[src/rtl/mem_access_unit_if.sv]
// Shared types for the MEM stage and the data-bus interface it masters.
// The package comes first so the access-type enum is visible to the bus
// interface, the MEM stage and the testbench alike.

package mem_access_unit_pkg;

    localparam int MEM_ACCESS_TYPE_WIDTH = 3;

    // Bit 2 marks a write; bits [1:0] give the size (0 means no memory access).
    typedef enum logic [MEM_ACCESS_TYPE_WIDTH-1:0] {
        ACC_NONE       = 3'b000,
        ACC_READ_BYTE  = 3'b001,
        ACC_READ_HALF  = 3'b010,
        ACC_READ_WORD  = 3'b011,
        ACC_WRITE_BYTE = 3'b101,
        ACC_WRITE_HALF = 3'b110,
        ACC_WRITE_WORD = 3'b111
    } access_type_e;

    localparam logic [1:0] EXC_NONE       = 2'b00;
    localparam logic [1:0] EXC_MISALIGNED = 2'b01;
    localparam logic [1:0] EXC_TIMEOUT    = 2'b10;

endpackage

// Data-bus signals between the MEM stage (master) and data memory (slave).
interface mem_access_unit_if;

    logic        req;
    logic        we;
    logic [31:0] addr;
    logic [3:0]  be;
    logic [31:0] wdata;
    logic        ready;
    logic [31:0] rdata;

    modport master (output req, we, addr, be, wdata, input ready, rdata);
    modport slave  (input req, we, addr, be, wdata, output ready, rdata);

endinterface

[src/rtl/mem_access_unit.sv]
// MEM stage of the 5-stage core. Runs one data-bus transaction per aligned
// load/store, stalls upstream while it is outstanding, and hands fully
// aligned and extended load data to the MEM/WB register.

module mem_access_unit
    import mem_access_unit_pkg::*;
#(
    parameter int unsigned TIMEOUT = 255
) (
    input  logic                 clk,
    input  logic                 rst_n,
    input  logic                 ex_valid,
    input  access_type_e         ex_access_type,
    input  logic                 ex_sign_ext,
    input  logic [31:0]          ex_addr,
    input  logic [31:0]          ex_wdata,
    input  logic [4:0]           ex_rd_addr,
    input  logic                 ex_reg_wen,
    input  logic                 flush,
    output logic                 mem_stall,
    mem_access_unit_if.master    bus,
    output logic                 wb_valid,
    output logic [4:0]           wb_rd_addr,
    output logic                 wb_reg_wen,
    output logic [31:0]          wb_data,
    output logic [1:0]           wb_exc
);

    localparam int CNT_W = $clog2(TIMEOUT + 2);

    typedef enum logic {S_IDLE, S_BUS} state_e;

    state_e      state, state_nxt;
    logic [CNT_W-1:0] cnt, cnt_nxt;

    // Operation latched on acceptance, needed once the bus answers.
    logic        op_write, op_sign, op_wen;
    logic [1:0]  op_size, op_off;
    logic [4:0]  op_rd;

    // Bus attributes held stable for the whole transaction.
    logic        bus_we_q;
    logic [31:0] bus_addr_q, bus_wdata_q;
    logic [3:0]  bus_be_q;

    logic        accept, leave_bus, bus_req_c;
    logic [1:0]  ex_size;
    logic        ex_misaligned;
    logic [3:0]  st_be;
    logic [31:0] st_wdata, ld_data;
    logic [7:0]  ld_byte;
    logic [15:0] ld_half;

    logic        wb_valid_nxt, wb_reg_wen_nxt;
    logic [4:0]  wb_rd_addr_nxt;
    logic [31:0] wb_data_nxt;
    logic [1:0]  wb_exc_nxt;

    assign ex_size       = ex_access_type[1:0];
    assign ex_misaligned = (ex_size == 2'd2 && ex_addr[0]) ||
                           (ex_size == 2'd3 && ex_addr[1:0] != 2'b00);

    assign bus.req   = bus_req_c;
    assign bus.we    = bus_we_q;
    assign bus.addr  = bus_addr_q;
    assign bus.be    = bus_be_q;
    assign bus.wdata = bus_wdata_q;

    // Store lane steering: replicate data so every lane carries the payload.
    always_comb begin
        // NOTE: every combinationally written signal gets a default first so no latch is inferred.
        st_be    = 4'b0000;
        st_wdata = 32'h0;
        if (ex_access_type[2]) begin
            case (ex_size)
                2'd1: begin
                    st_be    = 4'b0001 << ex_addr[1:0];
                    st_wdata = {4{ex_wdata[7:0]}};
                end
                2'd2: begin
                    st_be    = ex_addr[1] ? 4'b1100 : 4'b0011;
                    st_wdata = {2{ex_wdata[15:0]}};
                end
                default: begin
                    st_be    = 4'b1111;
                    st_wdata = ex_wdata;
                end
            endcase
        end
    end

    // Load lane extraction and sign/zero extension.
    always_comb begin
        case (op_off)
            2'd0:    ld_byte = bus.rdata[7:0];
            2'd1:    ld_byte = bus.rdata[15:8];
            2'd2:    ld_byte = bus.rdata[23:16];
            default: ld_byte = bus.rdata[31:24];
        endcase
        ld_half = op_off[1] ? bus.rdata[31:16] : bus.rdata[15:0];
        case (op_size)
            2'd1:    ld_data = {{24{op_sign & ld_byte[7]}}, ld_byte};
            2'd2:    ld_data = {{16{op_sign & ld_half[15]}}, ld_half};
            default: ld_data = bus.rdata;
        endcase
    end

    // Next-state, stall, bus request and MEM/WB next values.
    always_comb begin
        state_nxt      = state;
        cnt_nxt        = cnt;
        mem_stall      = 1'b0;
        bus_req_c      = 1'b0;
        accept         = 1'b0;
        leave_bus      = 1'b0;
        wb_valid_nxt   = 1'b0;
        wb_rd_addr_nxt = 5'd0;
        wb_reg_wen_nxt = 1'b0;
        wb_data_nxt    = 32'h0;
        wb_exc_nxt     = EXC_NONE;
        case (state)
            S_IDLE: begin
                if (ex_valid && !flush) begin
                    wb_rd_addr_nxt = ex_rd_addr;
                    if (ex_size == 2'd0) begin
                        wb_valid_nxt   = 1'b1;
                        wb_reg_wen_nxt = ex_reg_wen;
                        wb_data_nxt    = ex_addr;
                    end else if (ex_misaligned) begin
                        wb_valid_nxt = 1'b1;
                        wb_data_nxt  = ex_addr;
                        wb_exc_nxt   = EXC_MISALIGNED;
                    end else begin
                        mem_stall = 1'b1;
                        accept    = 1'b1;
                        cnt_nxt   = '0;
                        state_nxt = S_BUS;
                    end
                end
            end
            S_BUS: begin
                wb_rd_addr_nxt = op_rd;
                if (TIMEOUT != 0 && cnt == CNT_W'(TIMEOUT)) begin
                    leave_bus    = 1'b1;
                    state_nxt    = S_IDLE;
                    wb_valid_nxt = 1'b1;
                    wb_data_nxt  = bus_addr_q;
                    wb_exc_nxt   = EXC_TIMEOUT;
                end else begin
                    bus_req_c = 1'b1;
                    mem_stall = ~bus.ready;
                    if (bus.ready) begin
                        leave_bus      = 1'b1;
                        state_nxt      = S_IDLE;
                        wb_valid_nxt   = 1'b1;
                        wb_reg_wen_nxt = op_wen & ~op_write;
                        wb_data_nxt    = op_write ? 32'h0 : ld_data;
                    end else if (TIMEOUT != 0) begin
                        cnt_nxt = cnt + CNT_W'(1);
                    end
                end
            end
            default: state_nxt = S_IDLE;
        endcase
    end

    // FSM state and timeout counter.
    always_ff @(posedge clk or negedge rst_n) begin
        // NOTE: sequential state uses non-blocking assignments so all flops update from pre-edge values.
        if (!rst_n) begin
            state <= S_IDLE;
            cnt   <= '0;
        end else begin
            state <= state_nxt;
            cnt   <= cnt_nxt;
        end
    end

    // Latched op, held bus attributes and the MEM/WB register.
    always_ff @(posedge clk or negedge rst_n) begin
        if (!rst_n) begin
            op_write    <= 1'b0;
            op_sign     <= 1'b0;
            op_wen      <= 1'b0;
            op_size     <= 2'd0;
            op_off      <= 2'd0;
            op_rd       <= 5'd0;
            bus_we_q    <= 1'b0;
            bus_addr_q  <= 32'h0;
            bus_be_q    <= 4'b0000;
            bus_wdata_q <= 32'h0;
            wb_valid    <= 1'b0;
            wb_rd_addr  <= 5'd0;
            wb_reg_wen  <= 1'b0;
            wb_data     <= 32'h0;
            wb_exc      <= EXC_NONE;
        end else begin
            if (accept) begin
                op_write    <= ex_access_type[2];
                op_sign     <= ex_sign_ext;
                op_wen      <= ex_reg_wen;
                op_size     <= ex_size;
                op_off      <= ex_addr[1:0];
                op_rd       <= ex_rd_addr;
                bus_we_q    <= ex_access_type[2];
                bus_addr_q  <= {ex_addr[31:2], 2'b00};
                bus_be_q    <= st_be;
                bus_wdata_q <= st_wdata;
            end else if (leave_bus) begin
                bus_we_q    <= 1'b0;
                bus_addr_q  <= 32'h0;
                bus_be_q    <= 4'b0000;
                bus_wdata_q <= 32'h0;
            end
            wb_valid   <= wb_valid_nxt;
            wb_rd_addr <= wb_rd_addr_nxt;
            wb_reg_wen <= wb_reg_wen_nxt;
            wb_data    <= wb_data_nxt;
            wb_exc     <= wb_exc_nxt;
        end
    end

endmodule

[src/flat_wrapper.sv]
// flat-port wrapper written by rule: the top's interface ports become plain ports
module mem_access_unit_flat import mem_access_unit_pkg::*;
#(
    parameter int unsigned TIMEOUT = 255
)
  (clk, rst_n, ex_valid, ex_access_type, ex_sign_ext, ex_addr, ex_wdata, ex_rd_addr, ex_reg_wen, flush, mem_stall, wb_valid, wb_rd_addr, wb_reg_wen, wb_data, wb_exc, bus_req, bus_we, bus_addr, bus_be, bus_wdata, bus_ready, bus_rdata);
  mem_access_unit_if bus_i ();
  input  logic clk;
  input  logic rst_n;
  input  logic ex_valid;
  input  access_type_e ex_access_type;
  input  logic ex_sign_ext;
  input  logic [31:0] ex_addr;
  input  logic [31:0] ex_wdata;
  input  logic [4:0] ex_rd_addr;
  input  logic ex_reg_wen;
  input  logic flush;
  output logic mem_stall;
  output logic wb_valid;
  output logic [4:0] wb_rd_addr;
  output logic wb_reg_wen;
  output logic [31:0] wb_data;
  output logic [1:0] wb_exc;
  output wire logic [$bits(bus_i.req)-1:0] bus_req;
  output wire logic [$bits(bus_i.we)-1:0] bus_we;
  output wire logic [$bits(bus_i.addr)-1:0] bus_addr;
  output wire logic [$bits(bus_i.be)-1:0] bus_be;
  output wire logic [$bits(bus_i.wdata)-1:0] bus_wdata;
  input wire logic [$bits(bus_i.ready)-1:0] bus_ready;
  input wire logic [$bits(bus_i.rdata)-1:0] bus_rdata;
  assign bus_req = bus_i.req;
  assign bus_we = bus_i.we;
  assign bus_addr = bus_i.addr;
  assign bus_be = bus_i.be;
  assign bus_wdata = bus_i.wdata;
  assign bus_i.ready = bus_ready;
  assign bus_i.rdata = bus_rdata;
  mem_access_unit #(.TIMEOUT(TIMEOUT)) u_core (.clk(clk), .rst_n(rst_n), .ex_valid(ex_valid), .ex_access_type(ex_access_type), .ex_sign_ext(ex_sign_ext), .ex_addr(ex_addr), .ex_wdata(ex_wdata), .ex_rd_addr(ex_rd_addr), .ex_reg_wen(ex_reg_wen), .flush(flush), .mem_stall(mem_stall), .bus(bus_i), .wb_valid(wb_valid), .wb_rd_addr(wb_rd_addr), .wb_reg_wen(wb_reg_wen), .wb_data(wb_data), .wb_exc(wb_exc));
endmodule
[config.mk]
export PLATFORM = sky130hd
export DESIGN_NAME = mem_access_unit_flat
export DESIGN_NICKNAME = d
export VERILOG_FILES = /design/src/rtl/mem_access_unit_if.sv /design/src/rtl/mem_access_unit.sv /design/src/flat_wrapper.sv
export SDC_FILE = /design/constraint.sdc
export NUM_CORES = 1
export LEC_CHECK = 0
export BUFFER_PORTS_ARGS = -buffer_cell sky130_fd_sc_hd__buf_2
export CAP_MARGIN = 20
export CORE_MARGIN = 1
export CORE_UTILIZATION = 44
export CTS_CLUSTER_DIAMETER = 80
export CTS_CLUSTER_SIZE = 10
export DETAILED_ROUTE_END_ITERATION = 6
export GPL_TIMING_DRIVEN = 0
export PLACE_DENSITY = 0.75
export SLEW_MARGIN = 20
export SYNTH_ARGS = -nofsm -noshare
export SYNTH_HDL_FRONTEND = slang
export SYNTH_SLANG_ARGS = --single-unit
[constraint.sdc]
create_clock -name clk -period 2.8 [get_ports clk]
set_input_delay 0.84 -clock clk [delete_from_list [all_inputs] [get_ports clk]]
set_output_delay 0.84 -clock clk [all_outputs]
set_load 0.01 [all_outputs]
==> results of run 1 <==
-- how the worst min path moves through the flow --
| stage | end | slack, ns | cells past startpoint |
|---|---|---|---|
| 2_1_floorplan | u_core.wb_reg_wen | 0.46 | 1 |
| 3_3_place_gp | u_core.bus.we | 0.46 | 1 |
| 3_5_place_dp | u_core.bus.wdata[18] | 0.47 | 1 |
| 4_1_cts | u_core.wb_data[13] | 0.35 | 1 |
| 5_1_grt | u_core.wb_data[13] | 0.37 | 1 |
| 6_report | u_core.wb_data[9] | 0.34 | 1 |
-- cell families after synthesis --
kind of cell             share of synthesized area [%]
XOR/XNOR                                        0.7181
flip-flops                                       53.33
other                                          0.06148
buffers and inverters                            4.513
multiplexers                                     3.487
adder cells (fa/ha/maj)                          1.641
AO/OA/AOI/OAI                                    25.46
AND/OR/NAND/NOR                                  10.79
-- routing by layer --
metal	vias up	wire length (um)	global-route usage, %
met1	2893	8168	36.08
met3	55	1706	6.606
met5	-	0	0
li1	2617	-	-
met2	364	9489	46.21
met4	0	814	15.23
-- worst max-delay path: stages --
cell	delay, ns
buf_8	0.08
inv_4	0.03
ha_4	0.15
or4b_4	0.47
buf_6	0.14
o21ai_4	0.14
buf_6	0.12
-- registers in the layout, indices dropped and copies added (netlist names), 2 cells and up --
register           count
u_core.op_rd           5
u_core.bus.be          4
u_core.wb_exc          2
u_core.cnt             9
u_core.bus.wdata      32
u_core.op_off          2
u_core.bus.addr       30
u_core.op_size         2
u_core.wb_rd_addr      5
u_core.wb_data        32
-- cells in the mapped netlist, drive strengths merged, types with 16 or more instances --
cell,count,area [um2]
buf,23,121.4
dfrtp,130,3253
nor2,30,112.6
o21ai,24,120.1
a22o,53,464.2
a21oi,24,120.1
inv,16,60.06
clkbuf,25,93.84
a222oi,17,170.2
o2bb2ai,24,210.2
nand2,56,212.7
mux2,16,180.2
-- stage by stage --
stage               setup WS [ns]  util [%]  TNS (ns)  area [um2]  std cells
floorplan                 0.03044         -         0        6107        564
global placement          -0.7248     55.43   -106.95        7428        960
detailed placement        -0.3554     55.69    -15.72        7462        961
CTS                      -0.04879     61.20  -0.04879        8200       1002
global route             -0.05013     61.21  -0.05013        8203       1002
finish                   -0.02130     61.21  -0.02130        8203       1002
-- cell type report --
cell class / instances / area [um2] / share of cell area [%]
Multi-Input combinational cell: 370 / 2613 / 31.85
Buffer: 47 / 217.7 / 2.654
Timing Repair Buffer: 231 / 1236 / 15.07
Inverter: 16 / 65.06 / 0.7932
Sequential cell: 130 / 3253 / 39.66
Clock buffer: 20 / 466.7 / 5.689
Tap cell: 176 / 220.2 / 2.685
Clock inverter: 12 / 131.4 / 1.602
-- cell usage in the layout, fill, tap and decap left out, drive strengths merged, types with 6 or more instances in the layout --
cell / Yosys / layout
dfrtp: 130 / 130
a222oi: 17 / 17
o21ai: 24 / 24
buf: 23 / 254
a211o: 7 / 7
a31oi: 8 / 8
ha: 8 / 8
a22oi: 10 / 10
clkbuf: 25 / 44
mux2: 16 / 16
o31ai: 7 / 7
nand3: 7 / 7
o22ai: 6 / 6
nor2b: 13 / 13
and2: 6 / 6
inv: 16 / 17
nand2: 56 / 56
a21oi: 24 / 24
nor2: 30 / 30
a22o: 53 / 53
o2bb2ai: 24 / 24
-- timing repair --
| item | 4_1_cts | 5_1_grt |
|---|---|---|
| gates resized for setup | 20 | 2 |
| hold buffers | 0 | 0 |
| setup endpoints to repair | 1 | 11 |
| pin swaps | 5 | 2 |
| setup buffers | 10 | 0 |
-- power by group --
part           internal, mW  leakage [nW]  switching [mW]
sequential             2.15          1.73           0.183
clock                  1.38         0.284           0.841
combinational         0.618          2.27           0.850
total                  4.14          4.29            1.87
==> impl_metrics.yaml, run 1 <==
die:
  fp.coreArea_mm2: 0.01340
  start_util_pct: 45.52
  dieArea_mm2: 0.01434
  rows: 42
  io_pins: 223
  dieHeight_um: 119.7
  die_w_um: 119.7
global_routing:
  gr-total-overflow: 0
  grt_max_degree: 83
  grt_usage_pct: 28.76
  grt_pass1_wl_mm: 31.22
  first_global_vias: 5785
  antenna_found_initial: 0
yosys:
  ys_seq_area_share_pct: 53.33
  synth_warnings: 0
  ys.flop_type: "dfrtp_1"
  avgSynthCellArea_um2: 10.83
  syn-cell-area_mm2: 0.006100
  ys_seq_elements: 130
  synth_cell_types: 55
  synth_edf_count: 0
  synth_async_sr_flop_share_pct: 100.0
  synthCells: 563
cts:
  cts.clk_slew.worst_paths_ns: 0.06
  cts_tree: "done"
  htreeDepth: 4
  ctsRootBufferMaster: "clkbuf_16"
  insertion_delay_ns: 0.43
  clock_path_buffers: 2
  cts.sinks: 130
  cts_buffers: 17
power_and_ir_drop:
  total_power_mw: 6.018
  vdd_drop_max_v: 0.0004773
  p_per_area_mw_per_mm2: 733.6
  leakage_nw: 4.285
worst_setup_path:
  critPathCaptureType: "output port"
  arrival_ns: 1.98
  startpoint_type: "primary input"
  startpoint: "ex_access_type[1]"
  worst_r2r_startpoint: "u_core.cnt[0]"
  ff2ff_path_depth: 10
  cp-endpoint: "mem_stall"
  path_class: "in2out"
  cp_max_fo: 3
  r2r_slack_ns: 0.11
  crit_required_ns: 1.96
  r2r-end: "u_core.wb_data[26]"
detailed_routing:
  ant_nets: 0
  drc: 0
  wl_per_cell_um: 20.14
  dr.pass1.iters: 6
  via_count: 5929
  wirelength_mm: 20.18
  drt_iter0_markers: 574
  vias_per_cell: 5.917
timing:
  worst_slew_pin_slew_ns: 0.9913
  setup_ws_ns: -0.02130
  post-route-min-period_ns: 2.821
  hold_slack_ns: 0.3440
  timing.slew.headroom_pct: 33.77
  fin_skew_ns: 0.008902
  fin_crit_sh_pct: 100.8
  max_freq_mhz: 354.4
  setup_viol: 1
  hold_viol: 0
  rsz0062_at_grt: "yes"
  maxSlewViolCount: 0
layout:
  num-nets-final: 932
  syn2layout_area_growth_pct: 34.48
  drive_gt1_share_pct: 38.38
  nFillCells: 1122
  diodes: 0
hold_path:
  hold_class: "in2async"
run:
  drv_cap: 0
placement:
  gp_congestion: 0.9262
  port_buffers: 220
  post-dp-hpwl_mm: 14.66
outcome:
  status: "complete, but fails checks"
  violations: "negative setup slack"
No activity file was read; power rests on OpenSTA's default activity.
==> inputs of run 2 (changes only) <==
--- a/config.mk
+++ b/config.mk
@@ -9,11 +9,12 @@
 export CAP_MARGIN = 20
 export CORE_MARGIN = 1
 export CORE_UTILIZATION = 44
-export CTS_CLUSTER_DIAMETER = 80
+export CTS_CLUSTER_DIAMETER = 120
 export CTS_CLUSTER_SIZE = 10
 export DETAILED_ROUTE_END_ITERATION = 6
 export GPL_TIMING_DRIVEN = 0
 export PLACE_DENSITY = 0.75
+export SETUP_SLACK_MARGIN = 0.4
 export SLEW_MARGIN = 20
 export SYNTH_ARGS = -nofsm -noshare
 export SYNTH_HDL_FRONTEND = slang
==> impl_metrics.yaml, run 2 (synthesis gave the netlist of run 1 again) <==
power_and_ir_drop:
  total_power_mw: 6.249
  vdd_drop_max_v: 0.0005046
  p_per_area_mw_per_mm2: 702.7
  leakage_nw: 4.590
timing:
  hold_viol: 0
  max_freq_mhz: 345.8
  maxSlewViolCount: 0
  setup_ws_ns: -0.09195
  fin_crit_sh_pct: 103.3
  worst_slew_pin_slew_ns: 0.7237
  fin_skew_ns: 0.009965
  post-route-min-period_ns: 2.892
  rsz0062_at_grt: "yes"
  timing.slew.headroom_pct: 51.75
  setup_viol: 2
detailed_routing:
  drc: 1
  ant_nets: 0
  wl_per_cell_um: 21.24
  via_count: 6243
  wl_met1_mm: 8.488
  top_layer_used: "met4"
  wl_met3_mm: 2.092
  vias_per_cell: 6.067
  wirelength_mm: 21.86
  wl_met2_mm: 10.53
  dr.pass1.iters: 7
  drt_iter0_markers: 673
global_routing:
  first_global_vias: 5756
  antenna_found_initial: 0
  grt_max_degree: 78
  grt_usage_pct: 29.27
  grt_pass1_wl_mm: 31.88
  gr-total-overflow: 0
cts:
  hold_buffers: 0
  insertion_delay_ns: 0.43
  cts_tree: "done"
  htreeDepth: 4
  clock_path_buffers: 2
  ctsRootBufferMaster: "clkbuf_16"
  cts_buffers: 17
  cts.clk_slew.worst_paths_ns: 0.06
  cts.sinks: 130
worst_setup_path:
  startpoint: "ex_access_type[1]"
  critical-path-max-stage-delay_ns: 0.47
  path_class: "in2out"
  arrival_ns: 2.05
  crit_required_ns: 1.96
  critPathCaptureType: "output port"
  cp_max_fo: 4
  startpoint_type: "primary input"
  worst_r2r_startpoint: "u_core.cnt[1]"
  r2r_slack_ns: 0.22
  path_cells: "buf_12, inv_12, ha_4, or4b_4, buf_6, o21ai_4, buf_2"
  slowest_stage: "or4b_4"
  r2r-end: "u_core.wb_data[21]"
  ff2ff_path_depth: 14
die:
  start_util_pct: 45.52
  dieHeight_um: 119.7
  io_pins: 223
  fp.coreArea_mm2: 0.01340
  die_w_um: 119.7
  rows: 42
  dieArea_mm2: 0.01434
layout:
  regArea_mm2: 0.003253
  final_common_cell: "buf_2"
  diodes: 0
  drive_gt1_share_pct: 46.19
  finalNonFillerCells: 1029
  syn2layout_area_growth_pct: 45.81
  num-nets-final: 959
  multiInputGateArea_mm2: 0.002829
  layout_common_cells: "buf_2, dfrtp_1, a22o_1"
  nFillCells: 1026
  final_cell_area_mm2: 0.008894
  fin_util_pct: 66.37
placement:
  post-dp-hpwl_mm: 14.97
  port_buffers: 220
  placed_cells: 961
  gp_congestion: 0.8885
  place_area_mm2: 0.007530
outcome:
  status: "complete, but fails checks"
  violations: "design-rule violations, negative setup slack"
hold_path:
  hold_class: "in2async"
run:
  drv_cap: 0
==> run 2: changes by cell type in the layout (fill, tap and decap cells not counted), sizes merged <==
cell      delta
buf         +29
clkbuf       -5
bufinv       +1
clkinvlp     +1
inv          +1
==> run 2: stage by stage <==
step	hold WS (ns)	setup slack, ns	TNS (ns)
floorplan	0.4619	0.1633	0
global placement	0.4633	-0.7233	-97.46
detailed placement	0.4665	-0.2519	-6.376
CTS	0.4797	-0.09829	-0.09829
global route	0.4992	-0.1524	-0.2869
finish	0.4581	-0.09195	-0.1412
==> run 2: what timing repair did <==
item / CTS / global route
pin swaps: 10 / 21
setup endpoints to repair: 81 / 94
cloned: 0 / 4
setup buffers: 14 / 18
gates resized for setup: 36 / 119
==> run 2: how the worst max path moves through the flow <==
stage	endpoint	slack (ns)	cells after the start
finish	mem_stall	-0.09	7
global route	mem_stall	-0.15	8
CTS	mem_stall	-0.1	8
detailed placement	mem_stall	-0.25	7
global placement	u_core.op_rd[3]	-0.72	1
floorplan	mem_stall	0.16	5
==> run 2: report_power, final <==
group	total, mW	internal (mW)	leakage [nW]	switching [mW]
Combinational	1.62	0.696	2.58	0.925
Clock	2.29	1.41	0.282	0.883
Sequential	2.34	2.15	1.73	0.192
==> run 2: layout make-up <==
| class | instances | area share (%) |
|---|---|---|
| sequential | 130 | 36.58 |
| multi-input combinational | 370 | 31.81 |
| timing repair buffer | 257 | 17.45 |
| clock buffer | 17 | 4.783 |
| buffer | 48 | 3.925 |
| tap | 176 | 2.476 |
| clock inverter | 15 | 2.082 |
| inverter | 16 | 0.9004 |
==> run 2: critical path: cells and delay by family <==
kind / cells / cell delay [ns]
buffers and inverters: 4 / 0.43
adder cells (fa/ha/maj): 1 / 0.14
AO/OA/AOI/OAI: 1 / 0.16
AND/OR/NAND/NOR: 1 / 0.47
==> run 2: routing by layer <==
metal  vias to the layer above  global-route usage (%)
met2                       427                   47.33
met3                        66                   6.369
met4                         0                   12.81
met1                      3077                   37.79
met5                         -                       0
li1                       2673                       -
==> inputs of run 3 (changes only) <==
--- a/config.mk
+++ b/config.mk
@@ -7,6 +7,7 @@
 export LEC_CHECK = 0
 export BUFFER_PORTS_ARGS = -buffer_cell sky130_fd_sc_hd__buf_2
 export CAP_MARGIN = 20
+export CORE_ASPECT_RATIO = 0.5
 export CORE_MARGIN = 1
 export CORE_UTILIZATION = 44
 export CTS_CLUSTER_DIAMETER = 120
@@ -15,6 +16,7 @@
 export GPL_TIMING_DRIVEN = 0
 export PLACE_DENSITY = 0.75
 export SETUP_SLACK_MARGIN = 0.4
+export SKIP_LAST_GASP = 1
 export SLEW_MARGIN = 20
 export SYNTH_ARGS = -nofsm -noshare
 export SYNTH_HDL_FRONTEND = slang
==> impl_metrics.yaml, run 3 (synthesis gave the netlist of run 1 again) <==
timing:
  fin_skew_ns: 0.01257
  timing.slew.headroom_pct: 39.76
  max_freq_mhz: 347.9
  hold_viol: 0
  rsz0062_at_grt: "yes"
  hold_slack_ns: 0.3361
  setup_ws_ns: -0.07437
  fin_tns_setup_ns: -0.07437
  setup_viol: 1
  maxSlewViolCount: 0
  fin_crit_sh_pct: 102.7
  worst_slew_pin_slew_ns: 0.9017
  post-route-min-period_ns: 2.874
worst_setup_path:
  crit_required_ns: 1.96
  arrival_ns: 2.03
  startpoint_type: "primary input"
  critPathCaptureType: "output port"
  slowest_stage: "or4b_4"
  cp.buffers_inverters: 4
  cpMostUsedCell: "buf_6"
  path_cells: "buf_12, inv_12, ha_4, or4b_4, buf_6, o21ai_4, buf_6"
  cp_max_fo: 4
  critical-path-max-stage-delay_ns: 0.49
  cp_top_family: "simple AND/OR/NAND/NOR gates"
  path_class: "in2out"
cts:
  cts.sinks: 130
  cts_buffers: 17
  cts_tree: "done"
  htreeDepth: 4
  insertion_delay_ns: 0.42
  clock_path_buffers: 2
  ctsRootBufferMaster: "clkbuf_16"
  cts.clk_slew.worst_paths_ns: 0.06
  hold_buffers: 0
layout:
  final_cell_area_mm2: 0.008358
  final_common_cell: "buf_2"
  layout_common_cells: "buf_2, dfrtp_1, nand2_1"
  diodes: 0
  drive_gt1_share_pct: 39.86
  finalNonFillerCells: 1019
  num-nets-final: 939
  syn2layout_area_growth_pct: 37.03
global_routing:
  grt_usage_pct: 27.24
  first_global_vias: 5617
  antenna_found_initial: 0
  grt_pass1_wl_mm: 29.99
  grt_max_degree: 80
  gr-total-overflow: 0
die:
  dieHeight_um: 85.26
  rows: 29
  fp.coreArea_mm2: 0.01310
  die_w_um: 168.5
  dieArea_mm2: 0.01437
  start_util_pct: 46.57
  io_pins: 223
placement:
  place_area_mm2: 0.007546
  pre_cts_ws_ns: -0.2503
  port_buffers: 220
  post-dp-hpwl_mm: 13.93
  placed_cells: 971
  gp_congestion: 0.9369
outcome:
  status: "complete, but fails checks"
  violations: "negative setup slack"
detailed_routing:
  vias_per_cell: 5.734
  ant_nets: 0
  dr.pass1.iters: 6
  drt_iter0_markers: 429
  wl_per_cell_um: 19.16
  drc: 0
  wirelength_mm: 19.53
  via_count: 5843
power_and_ir_drop:
  leakage_nw: 4.366
  p_per_area_mw_per_mm2: 719.2
  vdd_drop_max_v: 0.0004181
hold_path:
  hold_class: "in2async"
run:
  drv_cap: 0
run 3: cell types whose count changed in the layout (fill, tap and decap cells not counted), moves of 5 or more:
cell	change
buf_6	-20
clkbuf_1	+5
nand2_1	+16
nand2_2	-14
o21ai_0	+11
o21ai_2	-8
run 3: worst reg2reg max path, stage by stage, from the launching register on:
cell and delay [ns]:
dfrtp_1 0.36, ha_2 0.19, nand3_2 0.06, nor2_1 0.11, ha_2 0.19, buf_4 0.14
and2_0 0.13, clkbuf_1 0.20, clkbuf_1 0.53, a222oi_1 0.20, nand2_1 0.13
run 3: final cells by class:
type                    count  area, um2
inverters                  16      80.08
clock buffers              19      442.9
clock inverters            13      126.4
multi-input cells         370       2658
well taps                 186      232.7
repair buffers            237       1299
flip-flops and latches    130       3253
plain buffers              48      266.5
fillers                  1063       4741
run 3: path summary, 6_finish.rpt:
check | from | endpoint | slack, ns | depth (start not counted)
setup reg to reg | u_core.cnt[0] | u_core.wb_data[28] | 0.48 | 10
setup / recovery | ex_access_type[1] | mem_stall | -0.07 | 7
hold reg to reg | u_core.bus.we | u_core.bus.we | 0.47 | 1
min in group clk | u_core.bus.we | u_core.bus.we | 0.47 | 1
max in group asynchronous | rst_n | u_core.wb_data[30] | 1.74 | 2
hold / removal | rst_n | u_core.bus.wdata[28] | 0.34 | 1
run 3: timing repair:
action,CTS,global route
hold endpoints to repair,0,0
pin swaps,6,4
buffers inserted,12,4
endpoints found under the setup margin,87,94
resized for setup,21,25
run 3: through the flow:
| step | total power [mW] | util (%) |
|---|---|---|
| 4_1_cts | 5.958 | 63.14 |
| 3_5_place_dp | 3.767 | 57.61 |
| 5_1_grt | 6.263 | 63.81 |
| 6_report | 6.011 | 63.81 |
| 3_3_place_gp | 3.728 | 57.32 |
| 2_1_floorplan | 3.158 | - |
run 3: power breakdown:
part | internal, mW | total, mW | switching [mW]
Clock | 1.26 | 2.16 | 0.897
Sequential | 2.15 | 2.33 | 0.182
Combinational | 0.665 | 1.52 | 0.859
run 3: metal layers:
layer  share of wire [%]  routed length [um]  vias up  track usage (%)
met5                   0                   0        -                0
met4                 2.0                 393        0            8.760
met3                 8.1                1577       36            6.763
met2                  46                9002      310            42.96
met1                  44                8552     2866            37.18
li1                    -                   -     2631                -
